### src/rtl/acc_pkg.sv
// acc_pkg: op encoding and next-value/overflow function for the accumulator bank (ACC_SAT_EN selects saturation)
package acc_pkg;
  localparam int MAX_W = 64;
  typedef logic [2:0] op_t;
  localparam op_t OP_NONE = 3'd0;
  localparam op_t OP_CLR  = 3'd1;
  localparam op_t OP_INC  = 3'd2;
  localparam op_t OP_DEC  = 3'd3;
  localparam op_t OP_LD   = 3'd4;
  localparam op_t OP_ALU  = 3'd5;
  localparam op_t OP_ADD  = 3'd6;
`ifdef ACC_SAT_EN
  localparam bit SAT = 1'b1;
`else
  localparam bit SAT = 1'b0;
`endif
  // Works on MAX_W-wide containers; w is the live width (w < MAX_W), returns {ovf, next_value}
  function automatic logic [MAX_W:0] acc_next(input logic [MAX_W-1:0] value, input op_t op,
                                               input logic [MAX_W-1:0] operand, input int w);
    logic [MAX_W-1:0] ones;
    logic [MAX_W:0] sum;
    logic [MAX_W-1:0] nxt;
    logic ovf;
    ones = {MAX_W{1'b1}} >> (MAX_W - w);
    sum = {1'b0, value} + {1'b0, operand};
    ovf = 1'b0;
    nxt = value;
    case (op)
      OP_CLR: nxt = '0;
      OP_INC: begin
        ovf = value == ones;
        nxt = ovf ? (SAT ? ones : '0) : value + MAX_W'(1);
      end
      OP_DEC: begin
        ovf = value == '0;
        nxt = ovf ? (SAT ? '0 : ones) : value - MAX_W'(1);
      end
      OP_LD, OP_ALU: nxt = operand;
      OP_ADD: begin
        ovf = (sum >> w) != '0;
        nxt = (ovf && SAT) ? ones : sum[MAX_W-1:0];
      end
      default: ;
    endcase
    return {ovf, nxt & ones};
  endfunction
endpackage

### src/rtl/acc_entry.sv
// acc_entry: one accumulator register with its sticky overflow flag
module acc_entry
  import acc_pkg::*;
#(
  parameter int ACC_W = 24
) (
  input  logic             clk,
  input  logic             rst,
  input  logic             en,
  input  op_t              op,
  input  logic [ACC_W-1:0] operand,
  input  logic             ovf_clr,
  output logic [ACC_W-1:0] value,
  output logic             ovf
);
  logic [MAX_W:0]   res;
  logic [ACC_W-1:0] value_d, value_q;
  logic             ovf_d, ovf_q;
  logic             unused_hi;
  always_comb begin
    res = acc_next(MAX_W'(value_q), op, MAX_W'(operand), ACC_W);
    value_d = en ? res[ACC_W-1:0] : value_q;
    ovf_d = (en & res[MAX_W]) | (ovf_q & ~ovf_clr);
  end
  assign unused_hi = ^res[MAX_W-1:ACC_W];
  always_ff @(posedge clk) begin
    if (rst) begin
      value_q <= '0;
      ovf_q <= 1'b0;
    end else begin
      value_q <= value_d;
      ovf_q <= ovf_d;
    end
  end
  assign value = value_q;
  assign ovf = ovf_q;
endmodule

### src/rtl/acc_register_bank.sv
// acc_register_bank: NUM_ACC accumulators, one prioritised update per cycle; ACC_SAT_EN enables saturation
module acc_register_bank
  import acc_pkg::*;
#(
  parameter  int ACC_W   = 24,
  parameter  int NUM_ACC = 4,
  localparam int SEL_W   = $clog2(NUM_ACC)
) (
  input  logic               clk,
  input  logic               rst,
  input  logic [SEL_W-1:0]   sel,
  input  logic               clr,
  input  logic               incre,
  input  logic               decre,
  input  logic               write_en,
  input  logic               alu_to_ac,
  input  logic               acc_add,
  input  logic [ACC_W-1:0]   data_in,
  input  logic [ACC_W-1:0]   alu_out,
  input  logic [SEL_W-1:0]   rd_sel,
  output logic [ACC_W-1:0]   data_out,
  output logic               acc_zero,
  output logic [NUM_ACC-1:0] ovf_flags,
  input  logic [NUM_ACC-1:0] ovf_clr
);
  op_t              op;
  logic [ACC_W-1:0] operand;
  logic [ACC_W-1:0] vals [2**SEL_W];
  always_comb begin
    op = clr ? OP_CLR : incre ? OP_INC : decre ? OP_DEC : write_en ? OP_LD :
         alu_to_ac ? OP_ALU : acc_add ? OP_ADD : OP_NONE;
    operand = (op == OP_ALU) ? alu_out : data_in;
  end
  // Unused decode slots read as zero, so out-of-range selects drop updates and read 0
  for (genvar g = 0; g < 2**SEL_W; g++) begin : g_slot
    if (g < NUM_ACC) begin : g_entry
      acc_entry #(.ACC_W(ACC_W)) u_entry (
        .clk(clk), .rst(rst), .en(sel == SEL_W'(g)), .op(op), .operand(operand),
        .ovf_clr(ovf_clr[g]), .value(vals[g]), .ovf(ovf_flags[g])
      );
    end else begin : g_pad
      assign vals[g] = '0;
    end
  end
  assign data_out = vals[rd_sel];
  assign acc_zero = data_out == '0;
endmodule
### config.mk
export PLATFORM = sky130hd
export DESIGN_NAME = acc_register_bank
export DESIGN_NICKNAME = d
export VERILOG_FILES = /design/src/rtl/acc_pkg.sv /design/src/rtl/acc_entry.sv /design/src/rtl/acc_register_bank.sv
export SDC_FILE = /design/constraint.sdc
export NUM_CORES = 1
export LEC_CHECK = 0
export ABC_CLOCK_PERIOD_IN_PS = 5600
export BUFFER_PORTS_ARGS = -buffer_cell sky130_fd_sc_hd__buf_2
export CORE_ASPECT_RATIO = 0.8
export CORE_MARGIN = 1
export CORE_UTILIZATION = 53
export CTS_CLUSTER_DIAMETER = 150
export DETAILED_ROUTE_END_ITERATION = 8
export PLACE_DENSITY = 0.7
export SLEW_MARGIN = 0
export SYNTH_ARGS = -nofsm -noshare
export SYNTH_HDL_FRONTEND = slang
export SYNTH_SLANG_ARGS = --single-unit
### constraint.sdc
create_clock -name clk -period 5.6 [get_ports clk]
set_clock_uncertainty 0.2 [all_clocks]
set_input_delay 0.56 -clock clk [delete_from_list [all_inputs] [get_ports clk]]
set_output_delay 0.56 -clock clk [all_outputs]
set_load 0.02 [all_outputs]
==> impl_metrics.yaml <==
grt:
  overflow: 0
  grt_use_total_pct: 42.6
  antenna_found_initial: 1
  grt_max_degree: 54
  grt_pass1_vias: 16037
  grt_pass1_wl_um: 94800
worst_setup_path:
  cp-start-kind: "input port"
  worstSetupPathType: "input port to register"
  arrival_ns: 5.10
  endpoint_kind: "register"
  crit_end: "g_slot[3].g_entry.u_entry.value[23]"
  r2r_setup_slack_ns: 1.43
  r2r-end: "g_slot[3].g_entry.u_entry.value[8]"
  worstReg2RegStart: "g_slot[3].g_entry.u_entry.value[1]"
  crit_start: "incre"
  reg2regPathDepth: 10
  crit_path_max_fanout: 13
  critical_path_required_ns: 5.72
synthesis:
  ys_ff_latch: 100
  yosysTopAreaCell: "dfxtp_1"
  synth_ff_type: "dfxtp_1"
  netlist_area_sq_um: 14900
  yosysTopAreaCellShare_pct: 13.5
  syn_inst: 2152
  synthesis.nets: 2328
  seq_area_frac_synth_pct: 13.5
  avgSynthCellArea_sq_um: 6.91
  synthTopCellsByArea: "dfxtp_1 13%, ha_1 9.1%, a21oi_1 7.0%, o21ai_0 6.3%, nand2_1 5.5%"
  synth_edf_count: 0
  ys_warn_count: 0
  synth_cell_type_count: 82
  async_reset_ff_share_pct: 0
power_and_ir_drop:
  cellLeakagePower_nw: 6.52
  pwr-share-clk_pct: 29.3
  sequentialPowerShare_pct: 31.4
  ir_drop_uv: 148
  switchingPower_mw: 1.04
  comb_power_share_pct: 39.3
  p_per_area_nw_per_um2: 161
  swShare_pct: 41.5
  internal-power_mw: 1.47
layout:
  finalNetCount: 2299
  seq_area_sq_um: 2000
  multi_input_area_sq_um: 12000
  nFillCells: 2732
  layout-drive-gt1-share_pct: 9.63
  finalInstanceArea_sq_um: 15700
  area_growth_syn_to_layout_pct: 5.38
placement:
  numPortBuffers: 92
  finalWeightedCongestion: 0.999
  hpwlAfterDp_um: 47800
  place_area_sq_um: 15400
clock_tree:
  cts-htree-levels: 3
  ctsResizeCount: 0
  postCtsSetupRepairBufs: 0
  cts_hold_buf: 0
  max-clock-path-buffers: 2
  cts-root-buf: "clkbuf_16"
  clock_latency_ns: 0.39
  clkSinkCount: 100
  cts_tree: "yes"
  cts.reportedPaths.clkPinSlew_ns: 0.08
  numCtsBuffers: 9
detailed_routing:
  via_per_inst: 7.03
  dr_total_vias: 17534
  drt_wl_total_um: 62500
  drt_pass1_iterations: 8
  drc: 0
  route.antenna.remaining_nets: 0
  drt-wirelength-per-cell_um: 25.1
  drtIter0Drc: 2201
die:
  initial_core_util_pct: 54.2
  core_sq_um: 27400
  ios: 93
  chipHeight_um: 152
  die_w_um: 189
  rows: 54
  die-area_sq_um: 28700
timing:
  max_clock_freq_ghz: 0.201
  worstMarginPinSlew_ns: 1.15
  rsz0062_at_grt: "false"
  tns_ns: 0
  hold_viol_final: 0
  period_minus_slack_ns: 4.98
  finalSetupViolations: 0
  slew_headroom_pct: 23.0
  period_share_pct: 89.0
  finalMaxSlewViolations: 0
job:
  max-cap-violations: 0
status:
  status: "complete, no violations"
min_path:
  hp-class: "input port to register"
cells in the final DEF, fill, tap and decap left out, drive strengths merged, types with 21 or more instances in the layout:
cell type | netlist | layout
a21oi | 207 | 207
dfxtp | 100 | 100
o21ai | 190 | 190
a221oi | 21 | 21
nor3 | 63 | 63
xor2 | 50 | 50
nand2 | 219 | 219
a31oi | 37 | 37
inv | 60 | 60
mux4 | 24 | 24
and3 | 24 | 24
a2111oi | 25 | 25
xnor2 | 85 | 85
nor4 | 47 | 47
buf | 43 | 121
ha | 108 | 108
a21o | 53 | 53
nand4 | 40 | 40
a211oi | 32 | 32
nand3 | 73 | 73
nor2b | 25 | 25
nor2 | 213 | 213
cell type report:
class	count	share of cell area, %
Antenna cell	1	0.0160
Clock buffer	10	1.46
Clock inverter	6	0.567
Inverter	60	1.44
Multi-Input combinational cell	1831	76.5
Sequential cell	100	12.8
Tap cell	364	2.91
Timing Repair Buffer	121	4.33
sequential cells by signal, indices dropped and copies added (netlist names):
signal	cells
g_slot.g_entry.u_entry.ovf	4
g_slot.g_entry.u_entry.value	96
synthesized netlist by cell type (all sizes together) (8+ instances only):
cell type  number
mux2i          17
or4            11
nand4          40
xnor2          85
and3           24
a22oi          17
mux4           24
nor2          213
nor2b          25
and2           12
clkbuf        118
nor3b          10
o211ai         14
o22ai          16
a211oi         32
o21a           14
or3            18
o21bai          9
nand3          73
nand2         219
o31ai          14
o221ai         15
nor4           47
ha            108
o41ai          10
buf            43
a2111oi        25
a221oi         21
nand2b         19
a21oi         207
mux2           10
xor2           50
nor3           63
or2             8
dfxtp         100
a31oi          37
a21o           53
o21ai         190
inv            60
critical path: stages:
cell,delay [ns]
buf_2,0.14
nor4_1,0.35
nand2_1,0.55
buf_4,0.41
mux2i_1,0.25
inv_1,0.17
ha_1,0.39
a21oi_1,0.27
o211ai_1,0.17
a21oi_1,0.40
o31ai_1,0.15
a21oi_1,0.29
o21a_1,0.21
o21ai_0,0.15
or4_1,0.54
o211ai_2,0.07
power groups by stage:
stage	logic [mW]	registers [mW]	clock network, mW
5_1_grt	1.06	0.793	0.763
3_3_place_gp	0.944	0.803	0
6_report	0.989	0.792	0.737
4_1_cts	0.954	0.786	0.741
2_1_floorplan	0.715	0.761	0
3_5_place_dp	0.949	0.803	0
routing by layer:
layer | global-route usage (%) | part of all wire (%)
met5 | 0 | 0
met4 | 16.4 | 3.9
met3 | 11.0 | 14
met2 | 63.2 | 42
met1 | 58.8 | 40
cells by family after synthesis:
logic type                 after synthesis  share of synthesized area [%]
muxes                                   51                           5.53
adders and majority gates              112                           9.62
DFF                                    100                           13.5
AOI/OAI and AO/OA                      732                           31.1
and+or+nand+nor                        801                           26.4
xor gates and xnor gates               135                           7.95
buffers and inverters                  221                           5.99
per-stage QoR:
step / util (%) / instances / hold WS [ns] / setup slack (ns) / total power [mW]
floorplan: - / 2152 / 0.226 / 1.19 / 1.48
global placement: 56.0 / 2476 / 0.233 / 0.669 / 1.75
detailed placement: 56.0 / 2476 / 0.260 / 0.415 / 1.75
CTS: 57.1 / 2492 / 0.256 / 0.799 / 2.48
global route: 57.1 / 2492 / 0.281 / 0.338 / 2.62
finish: 57.1 / 2493 / 0.251 / 0.618 / 2.52
worst min-delay path by stage:
stage / from / endpoint / cells past startpoint
3_5_place_dp: g_slot[3].g_entry.u_entry.ovf / g_slot[3].g_entry.u_entry.ovf / 2
2_1_floorplan: g_slot[3].g_entry.u_entry.ovf / g_slot[3].g_entry.u_entry.ovf / 2
4_1_cts: ovf_clr[3] / g_slot[3].g_entry.u_entry.ovf / 4
5_1_grt: ovf_clr[3] / g_slot[3].g_entry.u_entry.ovf / 4
3_3_place_gp: g_slot[3].g_entry.u_entry.ovf / g_slot[3].g_entry.u_entry.ovf / 2
6_report: ovf_clr[3] / g_slot[3].g_entry.u_entry.ovf / 4
Power figures use the tool's default switching activity.
